`src/rtl/uart_tx_drain.sv`:
```
`default_nettype none
// ============================================================================
//  Module      : uart_tx_drain
//  Description : Pops bytes from a registered-read FIFO and shifts each one
//                out on txd_o as an 8N1 UART frame (start, 8 data LSB first,
//                stop). Serial line is registered and idles high.
//  Revision    : 1.0 - initial release
// ============================================================================
module uart_tx_drain #(
    parameter int CLK_DIV   = 434,
    parameter int DIV_WIDTH = 16
) (
    input  logic       clk_i,
    input  logic       rst_i,
    input  logic       tx_en_i,
    input  logic       fifo_empty_i,
    input  logic [7:0] fifo_data_i,
    output logic       fifo_ren_o,
    output logic       txd_o,
    output logic       busy_o,
    output logic       done_o
);

    localparam logic [DIV_WIDTH-1:0] C_BAUD_LAST = DIV_WIDTH'(CLK_DIV - 1);
    localparam logic [DIV_WIDTH-1:0] C_BAUD_ONE  = DIV_WIDTH'(1);

    typedef enum logic [2:0] {
        S_IDLE  = 3'd0,
        S_FETCH = 3'd1,
        S_START = 3'd2,
        S_DATA  = 3'd3,
        S_STOP  = 3'd4
    } state_t;

    state_t                r_state;
    state_t                w_state_nxt;
    logic [DIV_WIDTH-1:0]  r_baud;
    logic [DIV_WIDTH-1:0]  w_baud_nxt;
    logic [7:0]            r_shift;
    logic [7:0]            w_shift_nxt;
    logic [2:0]            r_bit_idx;
    logic [2:0]            w_bit_idx_nxt;
    logic                  r_txd;
    logic                  w_txd_nxt;
    logic                  w_ren;
    logic                  w_done;
    logic                  w_bit_end;

    assign w_bit_end = (r_baud == C_BAUD_LAST);

    // Next-state, datapath and output decode; the line level for the next
    // cycle is derived from the next state so txd_o can be a plain register.
    always_comb begin
        w_state_nxt   = r_state;
        w_baud_nxt    = r_baud;
        w_shift_nxt   = r_shift;
        w_bit_idx_nxt = r_bit_idx;
        w_ren         = 1'b0;
        w_done        = 1'b0;
        w_txd_nxt     = 1'b1;

        case (r_state)
            S_IDLE: begin
                w_baud_nxt = '0;
                w_ren      = tx_en_i & ~fifo_empty_i;
                if (w_ren) begin
                    w_state_nxt = S_FETCH;
                end
            end
            S_FETCH: begin
                w_shift_nxt = fifo_data_i;
                w_baud_nxt  = '0;
                w_state_nxt = S_START;
            end
            S_START: begin
                if (w_bit_end) begin
                    w_baud_nxt    = '0;
                    w_bit_idx_nxt = 3'd0;
                    w_state_nxt   = S_DATA;
                end else begin
                    w_baud_nxt = r_baud + C_BAUD_ONE;
                end
            end
            S_DATA: begin
                if (w_bit_end) begin
                    w_baud_nxt    = '0;
                    w_shift_nxt   = {1'b0, r_shift[7:1]};
                    w_bit_idx_nxt = r_bit_idx + 3'd1;
                    if (r_bit_idx == 3'd7) begin
                        w_state_nxt = S_STOP;
                    end
                end else begin
                    w_baud_nxt = r_baud + C_BAUD_ONE;
                end
            end
            S_STOP: begin
                if (w_bit_end) begin
                    w_baud_nxt  = '0;
                    w_done      = 1'b1;
                    w_state_nxt = S_IDLE;
                end else begin
                    w_baud_nxt = r_baud + C_BAUD_ONE;
                end
            end
            default: begin
                w_state_nxt = S_IDLE;
                w_baud_nxt  = '0;
            end
        endcase

        case (w_state_nxt)
            S_START: w_txd_nxt = 1'b0;
            S_DATA:  w_txd_nxt = w_shift_nxt[0];
            default: w_txd_nxt = 1'b1;
        endcase
    end

    // State and datapath registers; reset abandons any frame in flight.
    always_ff @(posedge clk_i or negedge rst_i) begin
        if (!rst_i) begin
            r_state   <= S_IDLE;
            r_baud    <= '0;
            r_shift   <= '0;
            r_bit_idx <= '0;
            r_txd     <= 1'b1;
        end else begin
            r_state   <= w_state_nxt;
            r_baud    <= w_baud_nxt;
            r_shift   <= w_shift_nxt;
            r_bit_idx <= w_bit_idx_nxt;
            r_txd     <= w_txd_nxt;
        end
    end

    // Read request is masked while reset is held so no byte is popped then.
    assign fifo_ren_o = w_ren & rst_i;
    assign txd_o      = r_txd;
    assign busy_o     = (r_state != S_IDLE);
    assign done_o     = w_done;

endmodule
`default_nettype wire

```
`config.mk`:
```
export PLATFORM = sky130hd
export DESIGN_NAME = uart_tx_drain
export DESIGN_NICKNAME = d
export VERILOG_FILES = /design/src/rtl/uart_tx_drain.sv
export SDC_FILE = /design/constraint.sdc
export NUM_CORES = 1
export LEC_CHECK = 0
export ABC_AREA = 1
export CELL_PAD_IN_SITES_DETAIL_PLACEMENT = 1
export CELL_PAD_IN_SITES_GLOBAL_PLACEMENT = 2
export CORE_ASPECT_RATIO = 0.6
export CORE_UTILIZATION = 25
export CTS_CLUSTER_DIAMETER = 40
export CTS_CLUSTER_SIZE = 20
export DETAILED_ROUTE_END_ITERATION = 10
export HOLD_SLACK_MARGIN = 0.05
export PLACE_DENSITY = 0.67
export SYNTH_ARGS = -nofsm -noshare
export SYNTH_HDL_FRONTEND = slang
export SYNTH_SLANG_ARGS = --single-unit
```
`constraint.sdc`:
```
create_clock -name clk_i -period 2 [get_ports clk_i]
set_input_delay 0.4 -clock clk_i [delete_from_list [all_inputs] [get_ports clk_i]]
set_output_delay 0.4 -clock clk_i [all_outputs]
set_load 0.005 [all_outputs]
```
==> impl_summary.log, run 1 <==
[metrics] result of the run: finished clean
[metrics] setup repair after global routing missed its margin: no
[metrics] CP Class: register to output pin
[metrics] Critical R2R Launch: r_baud[0]$_DFF_PN0_
[metrics] number of filler instances in the final layout: just under 800
[metrics] post-layout worst setup margin: approximately 0.17 ns
[metrics] floorplan row count: 22
[metrics] Chip Height: 65.6 um
[metrics] CTS buffer count: 5
[metrics] top library cells by usage in the layout, fill and taps aside: 46 x sky130_fd_sc_hd__nand2_1, 32 x sky130_fd_sc_hd__nor2_1, 31 x sky130_fd_sc_hd__nand3_1
[metrics] synth unique cells: 28
[metrics] floorplan die area: between 7000 and 8000 um^2
[metrics] share of the synthesized area in the top cell type: 0.445
[metrics] leading cell type in the layout, fill and taps excluded: sky130_fd_sc_hd__nand2_1
[metrics] footprint of the flip-flops and latches: roughly 780 um^2
[metrics] all-layer global routing usage: 0.153
[metrics] post-layout total power: 1.34 mW
[metrics] worst reg2reg setup slack: 0.36 ns
[metrics] startpoint type of the worst setup path: register
[metrics] clock net sink count: 31
[metrics] Final Net Count: 276
[metrics] pin count of the biggest net entering global routing: 32
[metrics] VDD IR-drop max: 0.213 mV
[metrics] first element of the critical path: r_state[0]$_DFF_PN0_
[metrics] maximum clock insertion buffer count: 2
[metrics] clock-pin transition on the worst setup and hold timing paths: 0.07 ns
[metrics] overall die width: 108 um
[metrics] post-synthesis sequential area ratio: 0.461
[metrics] total length of routed wires: 4.59 mm
[metrics] DRC errors left: 0
[metrics] initial antenna violation count: 0
[metrics] average footprint of a synthesized cell: 7.74 um^2
[metrics] Final Cycle Share: 0.916
[metrics] cell accounting for the most synthesized area: sky130_fd_sc_hd__dfrtp_1
[metrics] worst hold-check slack: 0.498 ns
[metrics] final setup violation count: 0
[metrics] dominant combinational cell family by area after synthesis: simple AND/OR/NAND/NOR gates
[metrics] worst path bufs/invs: 3
[metrics] Slew headroom: 0.712
[metrics] cell types occupying the most area after synthesis: sky130_fd_sc_hd__dfrtp_1 45%, sky130_fd_sc_hd__nand2_1 10%, sky130_fd_sc_hd__nand3_1 9.2%
[metrics] reg-to-reg critical path endpoint: r_baud[14]$_DFF_PN0_
[metrics] post-synthesis share of cell area spent on xor and xnor gates: 0.0104
[metrics] Syn-to-layout area delta: 31.1%
[metrics] number of DRC markers in iteration 0: 47
[metrics] time the final worst path needs with I/O delays and setup: around 1.8 ns
[metrics] number of cells traversed by the worst register-to-register path: 8
[metrics] cell with the largest stage delay on the worst path: sky130_fd_sc_hd__clkdlybuf4s50_1
[metrics] Synth Instances: 218
[metrics] Slew Viols, Final: 0
[metrics] Syn Nets: 234
[metrics] vias: 1,504
[metrics] routed length per placed instance: 13.3 um
[metrics] post-synthesis share of cell area spent on full adders, half adders and majority gates: 0.0297
[metrics] simple-gate portion of the synthesized area: 0.372
[metrics] Worst Hold Launch: r_bit_idx[1]$_DFFE_PN0P_
[metrics] area of the mapped netlist: 1690 um^2
[metrics] remaining antenna violation count: 0
[metrics] share of synthesized area spent on multiplexers: 0
[metrics] leakage: about 1.1 nW
[metrics] final std cells w/o fill: 345
[metrics] worst hold-check path type: register to register
[metrics] endpoint class of the critical path: output pin
[metrics] maximum operating frequency: 0.546 GHz
[metrics] antenna diode instance count: 0
[metrics] post-route setup TNS: 0 ns
[metrics] CTS Root Buffer Type: sky130_fd_sc_hd__clkbuf_8
[metrics] worst slack at placement: 0.0354 ns
[metrics] total area of multi-input combinational cells: 805 um^2
[metrics] CP Data Required Time: about 1.6 ns
[metrics] vias in the first global route: approximately 1,600
[metrics] I/O pin count: 16
[metrics] Yosys Warn Count: 0
[metrics] via density per instance: ~4.4
[metrics] starting density of the core: 0.268
[metrics] Endpoint, Worst Hold: r_bit_idx[1]$_DFFE_PN0P_
[metrics] later-pin clock latency in the skew report: slightly below 0.3 ns
[metrics] Max H-tree Level: 2
[metrics] endpoints failing hold: 0
[metrics] RD Place Congestion: approximately 0.75
[metrics] Least-Margin Pin Slew: between 0.4 and 0.5 ns
[metrics] clock tree skew after final layout: 0.00871 ns
[metrics] arrival time of the worst setup path: 1.43 ns
[metrics] register bit total from synthesis: 31
[metrics] TritonCTS clock tree: built
[metrics] hold bufs inserted after CTS: 0
[metrics] global-route congestion overflow total: 0
[metrics] global-route wire length before repair: 8.02 mm
[metrics] share of cells above drive strength 1: 0.195
[metrics] delay of the slowest cell on the worst path: 0.43 ns
[metrics] length of the first detailed-routing pass in iterations: 4
[metrics] delay-heaviest family, CP: buffers and inverters
[metrics] maximum fanout encountered on the critical timing path: 2
[metrics] Synth Area in Compound Gates: 0.0601
[metrics] worst path cell trace: nor2_2 > inv_1 > nor2_2 > inv_1 > clkdlybuf4s50_1
[metrics] Worst Hold Path Cells: 2
[metrics] Post-DP HPWL: approximately 3.5 mm
[metrics] power per standard cell area: between 600 and 700 nW/um^2
[metrics] max-capacitance violation count: 0
[metrics] DP Cell Count: 336
[metrics] Core Box Area: 6300 um^2
[metrics] IO buf count: 15
-- cell usage after synthesis, drive strengths merged --
cell     n
nor3b    1
and2     1
o21ai    8
o21a     1
o211ai   1
inv     28
dfstp    1
nand3   33
nor3     3
xor2     1
dfrtp   30
nor2    42
buf      1
ha       4
nand3b   1
xnor2    1
a31oi    1
a21oi    8
nand4    2
nand2   50
-- state kept, by name (all words and copies together), names as in the netlist --
register   cells
r_baud        16
txd_o          1
r_shift        8
r_state        3
r_bit_idx      3
-- kinds of logic (layout without fill, tap and decap cells) --
family / count (synthesis) / in the layout
AO/OA/AOI/OAI: 19 / 19
XOR/XNOR: 2 / 2
adder cells (fa/ha/maj): 4 / 4
buffers and inverters: 29 / 72
flip-flops: 31 / 31
AND/OR/NAND/NOR: 133 / 133
-- per-stage QoR --
| stage | cell area (um^2) | util |
|---|---|---|
| 2_1_floorplan | 1690 | - |
| 3_3_place_gp | 2080 | 0.331 |
| 3_5_place_dp | 2080 | 0.331 |
| 4_1_cts | 2210 | 0.351 |
| 5_1_grt | 2210 | 0.351 |
| 6_report | 2210 | 0.351 |
-- cell type report --
| cell class | instances | area share |
|---|---|---|
| clock inverter | 2 | 0.0158 |
| timing repair buffer | 36 | 0.136 |
| inverter | 28 | 0.0475 |
| tap | 84 | 0.0475 |
| clock buffer | 6 | 0.0374 |
| sequential | 31 | 0.351 |
| multi-input combinational | 158 | 0.364 |
-- routing by layer --
layer  vias to the layer above  routed length [um]  share of wire  GRT usage
li1                        778                   -              -          -
met1                       703                2810           0.61      0.237
met2                        18                1590           0.35      0.198
met3                         5                 134          0.029     0.0397
met4                         0                  53          0.012     0.0462
met5                         -                   0              0          0
-- worst max path at each step --
stage	endpoint	depth (start not counted)
finish	busy_o	5
global route	done_o	7
CTS	done_o	7
detailed placement	fifo_ren_o	4
global placement	fifo_ren_o	4
floorplan	done_o	6
-- tightest hold or removal path, delay by kind of cell (launching register included) --
family | cells | cell delay (ns)
flip-flops | 1 | 0.35
AND/OR/NAND/NOR | 1 | 0.05
AO/OA/AOI/OAI | 1 | 0.06
-- power by group --
| part | switching [mW] | leakage [nW] | internal (mW) |
|---|---|---|---|
| clock network | 0.252 | 0.0612 | 0.403 |
| logic | 0.0209 | 0.599 | 0.0254 |
| registers | 0.00437 | 0.396 | 0.635 |
| total | 0.277 | 1.06 | 1.06 |
-- repair_timing --
action	4_1_cts	5_1_grt
resized for setup	5	2
pin swaps	1	0
setup endpoints to repair	2	1
setup buffers	1	0
cloned	0	0
Note: power is estimated with default switching activity, not from simulation.
==> run 2: changes to the inputs <==
- CAP_MARGIN: not set -> 20
==> results of run 2 <==
The final DEF is identical to that of run 1; final timing and power are the same.
==> variant 1 (settings of run 2) <==
`CLK_DIV`: 434 -> 325.
--- a/src/rtl/uart_tx_drain.sv
+++ b/src/rtl/uart_tx_drain.sv
@@ -8,5 +8,5 @@
 // ============================================================================
 module uart_tx_drain #(
-    parameter int CLK_DIV   = 434,
+    parameter int CLK_DIV   = 325,
     parameter int DIV_WIDTH = 16
 ) (
Behaviour: no difference found for any inputs over 10 cycles, from zero or initial values and one cycle with rst_i low; that may be too few to reach the edited logic, so the function may still have changed.
==> variant 1 against run 2 <==
- design area grew 7.1%
- sequential power about the same
- sequential cell count is the same
- worst setup slack got worse by 0.072 ns
- total power is 5.4% higher
- critical endpoint is now done_o
- routed wire length increased by 7.4%
- combinational power shrank 5.0%
- global-route usage down 0.091 points
- hold slack lost 0.018 ns
- area after synthesis rose by 3.0%
- highest routed layer unchanged
- register-to-register slack got worse by 0.02 ns
==> variant 1: results (changes against run 2) <==
Top Layer Used: met4
#MultiIn Comb: 163 (+3.2%)
Clock-net power: 728 uW (+11%)
Placed cells: 351 (+4.5%)
Hold path endpoint: r_shift[0]$_DFF_PN0_
Starting DRT DRC Count: 42 (-11%)
Post-detail-place hpwl: 3850 um (+8.6%)
Sequential logic power: 641 uW (about the same)
Post-synth cell types: 29 (+3.6%)
# Taps: 87 (+3.6%)
M1 GR Usage: 24.3% (+0.61 points)
Leakage: 1.13 nW (+6.8%)
Layout fillers: 826 (+5.0%)
Global Route met3 Usage: 3.23% (-0.74 points)
Vias in the first global route: 1,554 (-3.0%)
Layout Skew: 0.00525 ns (-0.00346 ns)
Met3 WL: 117 um (-13%)
Nets: 293 (+6.2%)
DP Worst Slack: -0.0353 ns (-0.0706 ns)
Cell count of the worst reg-to-reg path: 10 (+2)
Mean area per synthesized cell: 7.72 um2 (-0.16%)
Mapped Nets: 241 (+3.0%)
Critical path arrival: 1.50 ns (+0.07 ns)
Status: finished, final reports clean
Clk pwr share: 51.5% (+2.6 points)
Worst hold slack: 0.480 ns (-0.0184 ns)
Type of origin of the critical path: flop
WL per Instance: 13.5 um (+1.5%)
NonClk Buf Share: 16.0% (+2.4 points)
Reg clk slew, reported paths: 0.05 ns (-0.02 ns)
M2 GR Usage: 19.3% (-0.56 points)
Area delta synth->final: 36.3%
Layout cell share with drive strength beyond 1: 21.9% (+2.4 points)
R2r setup slk: 0.34 ns (-0.02 ns)
Clock buffers: 8 (+2)
CP endpoint: done_o
Metal-1 WL: 2940 um (+4.8%)
GRT Util Overall: 15.2% (-0.091 points)
Synth top area cells: dfrtp_1, nand2_1, nor2_1
Clock network share of area: 5.76% (+0.44 points)
RePlAce Congestion: 0.733 (-1.7%)
RR Endpoint: r_baud[12]$_DFF_PN0_
Final critical-path share of the clock period: 95.2% (+3.6 points)
Sequential cell area share: 32.8% (-2.3 points)
P_sw: 290 uW (+4.8%)
Vias per inst: 4.31 (-1.1%)
Hold path startpoint: r_shift[0]$_DFF_PN0_
Buffers outside the clock class: 46 (+28%)
Area occupied by multi-input gates: 851 um2 (+5.8%)
Seq/Total Area, Yosys: 44.7% (-1.4 points)
Peak supply drop: 0.283 mV (+33%)
Cell Count, Final, Fillers Out: 365 (+5.8%)
Post-synth top cells: nand2_1, nor2_1, dfrtp_1, inv_1, nand3_1
==> variant 1: cell types whose count changed after synthesis, moves of 3 or more <==
cell,run 2,this run
xor2_1,1,4
nand3_1,31,23
nor2_1,35,38
o21ai_0,7,4
nand2_1,46,55
==> variant 1: worst max-delay path, cell delays in order, from the launching register on <==
cell	delay (ns)
dfrtp_1	0.37
inv_1	0.06
ha_2	0.18
nand3_2	0.11
nor2_1	0.10
nand3_1	0.10
nor3_1	0.16
buf_2	0.14
==> variant 1: repair_timing <==
| action | CTS | global route |
|---|---|---|
| buffers inserted | 5 | 1 |
| resized for setup | 10 | 2 |
| pin swaps | 3 | 3 |
| endpoints found under the setup margin | 3 | 2 |
| hold buffers | 0 | 0 |
==> variant 1: kinds of logic after synthesis <==
kind of cell	count (synthesis)	share of synthesized area [%]
fa+ha+maj	4	2.88
simple gates	141	38.3
xor+xnor	5	2.52
flops	31	44.7
compound gates	13	4.25
buf+inv	31	7.34
==> variant 2 (settings of run 2) <==
Without the edit above. Reset style: synchronous (`rst_i`), changed in one clocked block.
--- a/src/rtl/uart_tx_drain.sv
+++ b/src/rtl/uart_tx_drain.sv
@@ -117,5 +117,5 @@
 
     // State and datapath registers; reset abandons any frame in flight.
-    always_ff @(posedge clk_i or negedge rst_i) begin
+    always_ff @(posedge clk_i) begin
         if (!rst_i) begin
             r_state   <= S_IDLE;
Check against the original RTL: differs if rst_i is asserted again (counterexample within 4 cycles, from zero or initial values and one cycle with rst_i low); with rst_i held inactive, the same outputs for 10 cycles.
==> variant 2 against run 2 <==
- routed wire length up 1.6%
- critical path type unchanged
- non-clock buffer count unchanged
- largest cell class unchanged
- critical path depth down 1
- sequential cell count unchanged
- register-to-register slack worse by 0.06 ns
- critical endpoint unchanged
- worst setup slack worse by 0.058 ns
- utilization down 0.40 points
- fmax down 3.1%
- via count up 3.5%
- design area down 2.4%
- area after synthesis down 2.4%
- first-iteration DRC count down 23%
- highest routed layer unchanged
Power is not compared: it rests on default switching activity, and its combinational part moved more than twofold at a synthesized area within 25%.
==> variant 2: results (changes against run 2) <==
Vias in the first global route: 1,538 (-4.0%)
Count of flip-flops and latches: 31 (unchanged)
Clock network share of area: 4.64% (-0.68 points)
Seq/Total Area, Yosys: 37.7% (-8.3 points)
Layout cell share with drive strength beyond 1: 21.7% (+2.1 points)
Layout Skew: 0.00403 ns (-0.00467 ns)
Area occupied by multi-input gates: 910 um2 (+13%)
Metal-1 WL: 2700 um (-3.9%)
Clock buffers: 8 (+2)
FF-to-FF Start: r_baud[1]$_SDFF_PP0_
First-pass GRT wire length: 7740 um (-3.5%)
RePlAce Congestion: 0.786 (+5.5%)
Sequential cell area share: 28.9% (-6.3 points)
Share of synthesized registers carrying an async set or reset: 0% (-100 points)
WL final: 4660 um (+1.6%)
Synth top area cells: dfxtp_1, nand2_1, nor2_1
Largest net degree at the start of global routing: 17 (-47%)
Post-Syn Instances: 235 (+7.8%)
Actual slew at the worst max-slew pin: 0.429 ns (-0.00346 ns)
Inverters: 30 (+7.1%)
Hold path endpoint: r_bit_idx[2]$_SDFFE_PN0P_
Placed cells: 352 (+4.8%)
Critical path arrival: 1.49 ns (+0.06 ns)
Hold path startpoint: r_bit_idx[2]$_SDFFE_PN0P_
Global Route met3 Usage: 3.32% (-0.65 points)
WL per Instance: 12.9 um (-2.9%)
Post-detail-place hpwl: 3680 um (+3.6%)
Status: finished, final reports clean
Mapped Nets: 251 (+7.3%)
Met3 WL: 226 um (+69%)
Post-synth cell types: 32 (+14%)
GRT Util Overall: 14.9% (-0.42 points)
WL met2: 1690 um (+6.2%)
M1 GR Usage: 22.9% (-0.80 points)
Post-synth top cells: nand2_1, nor2_1, dfxtp_1, inv_1, a21oi_1
Crit-path max FO: 6 (+4)
-- variant 2: cell families (layout without fill, tap and decap cells) --
family	after synthesis	count (layout)	synth area share, %
buf+inv	32	74	7.53
flops	31	31	37.7
simple gates	136	136	41.1
fa+ha+maj	4	4	3.04
compound gates	29	29	9.05
xor+xnor	3	3	1.60
-- variant 2: metrics by stage --
step                util, %  worst slack (ns)  hold WS, ns  instance area (um2)
global placement       32.8            0.0310        0.462                 2040
finish                 34.7             0.110        0.482                 2160
floorplan                 -             0.481        0.433                 1650
global route           34.7            0.0136        0.511                 2160
detailed placement     32.8            0.0187        0.473                 2040
CTS                    34.6           0.00595        0.487                 2150
-- variant 2: worst max path at each step --
stage,slack [ns],to,cells past startpoint,start
after floorplan,0.48,done_o,5,r_baud[0]$_SDFF_PP0_
after global placement,0.03,done_o,6,r_baud[0]$_SDFF_PP0_
after detailed placement,0.02,done_o,7,r_baud[1]$_SDFF_PP0_
after CTS,0.006,done_o,7,r_baud[1]$_SDFF_PP0_
after global routing,0.01,busy_o,6,r_state[1]$_SDFF_PN0_
final,0.11,busy_o,4,r_state[0]$_SDFF_PN0_
-- variant 2: worst max-delay path, cell delays in order, from the launching register on --
cell and delay, ns:
dfxtp_1 0.49, nor2_2 0.07, buf_4 0.13, inv_1 0.04
clkdlybuf4s50_1 0.48
-- variant 2: power by group through the flow --
stage | logic [mW] | registers [mW] | clock network, mW
floorplan | 0.0527 | 0.650 | 0
global placement | 0.103 | 0.651 | 0
detailed placement | 0.104 | 0.651 | 0
CTS | 0.107 | 0.637 | 0.580
global route | 0.117 | 0.639 | 0.615
finish | 0.106 | 0.638 | 0.557
-- variant 2: what timing repair did --
item,in CTS,in global routing
buffers inserted,1,0
setup endpoints to repair,2,1
gates resized for setup,5,2
hold endpoints to repair,0,0
pin swaps,2,0
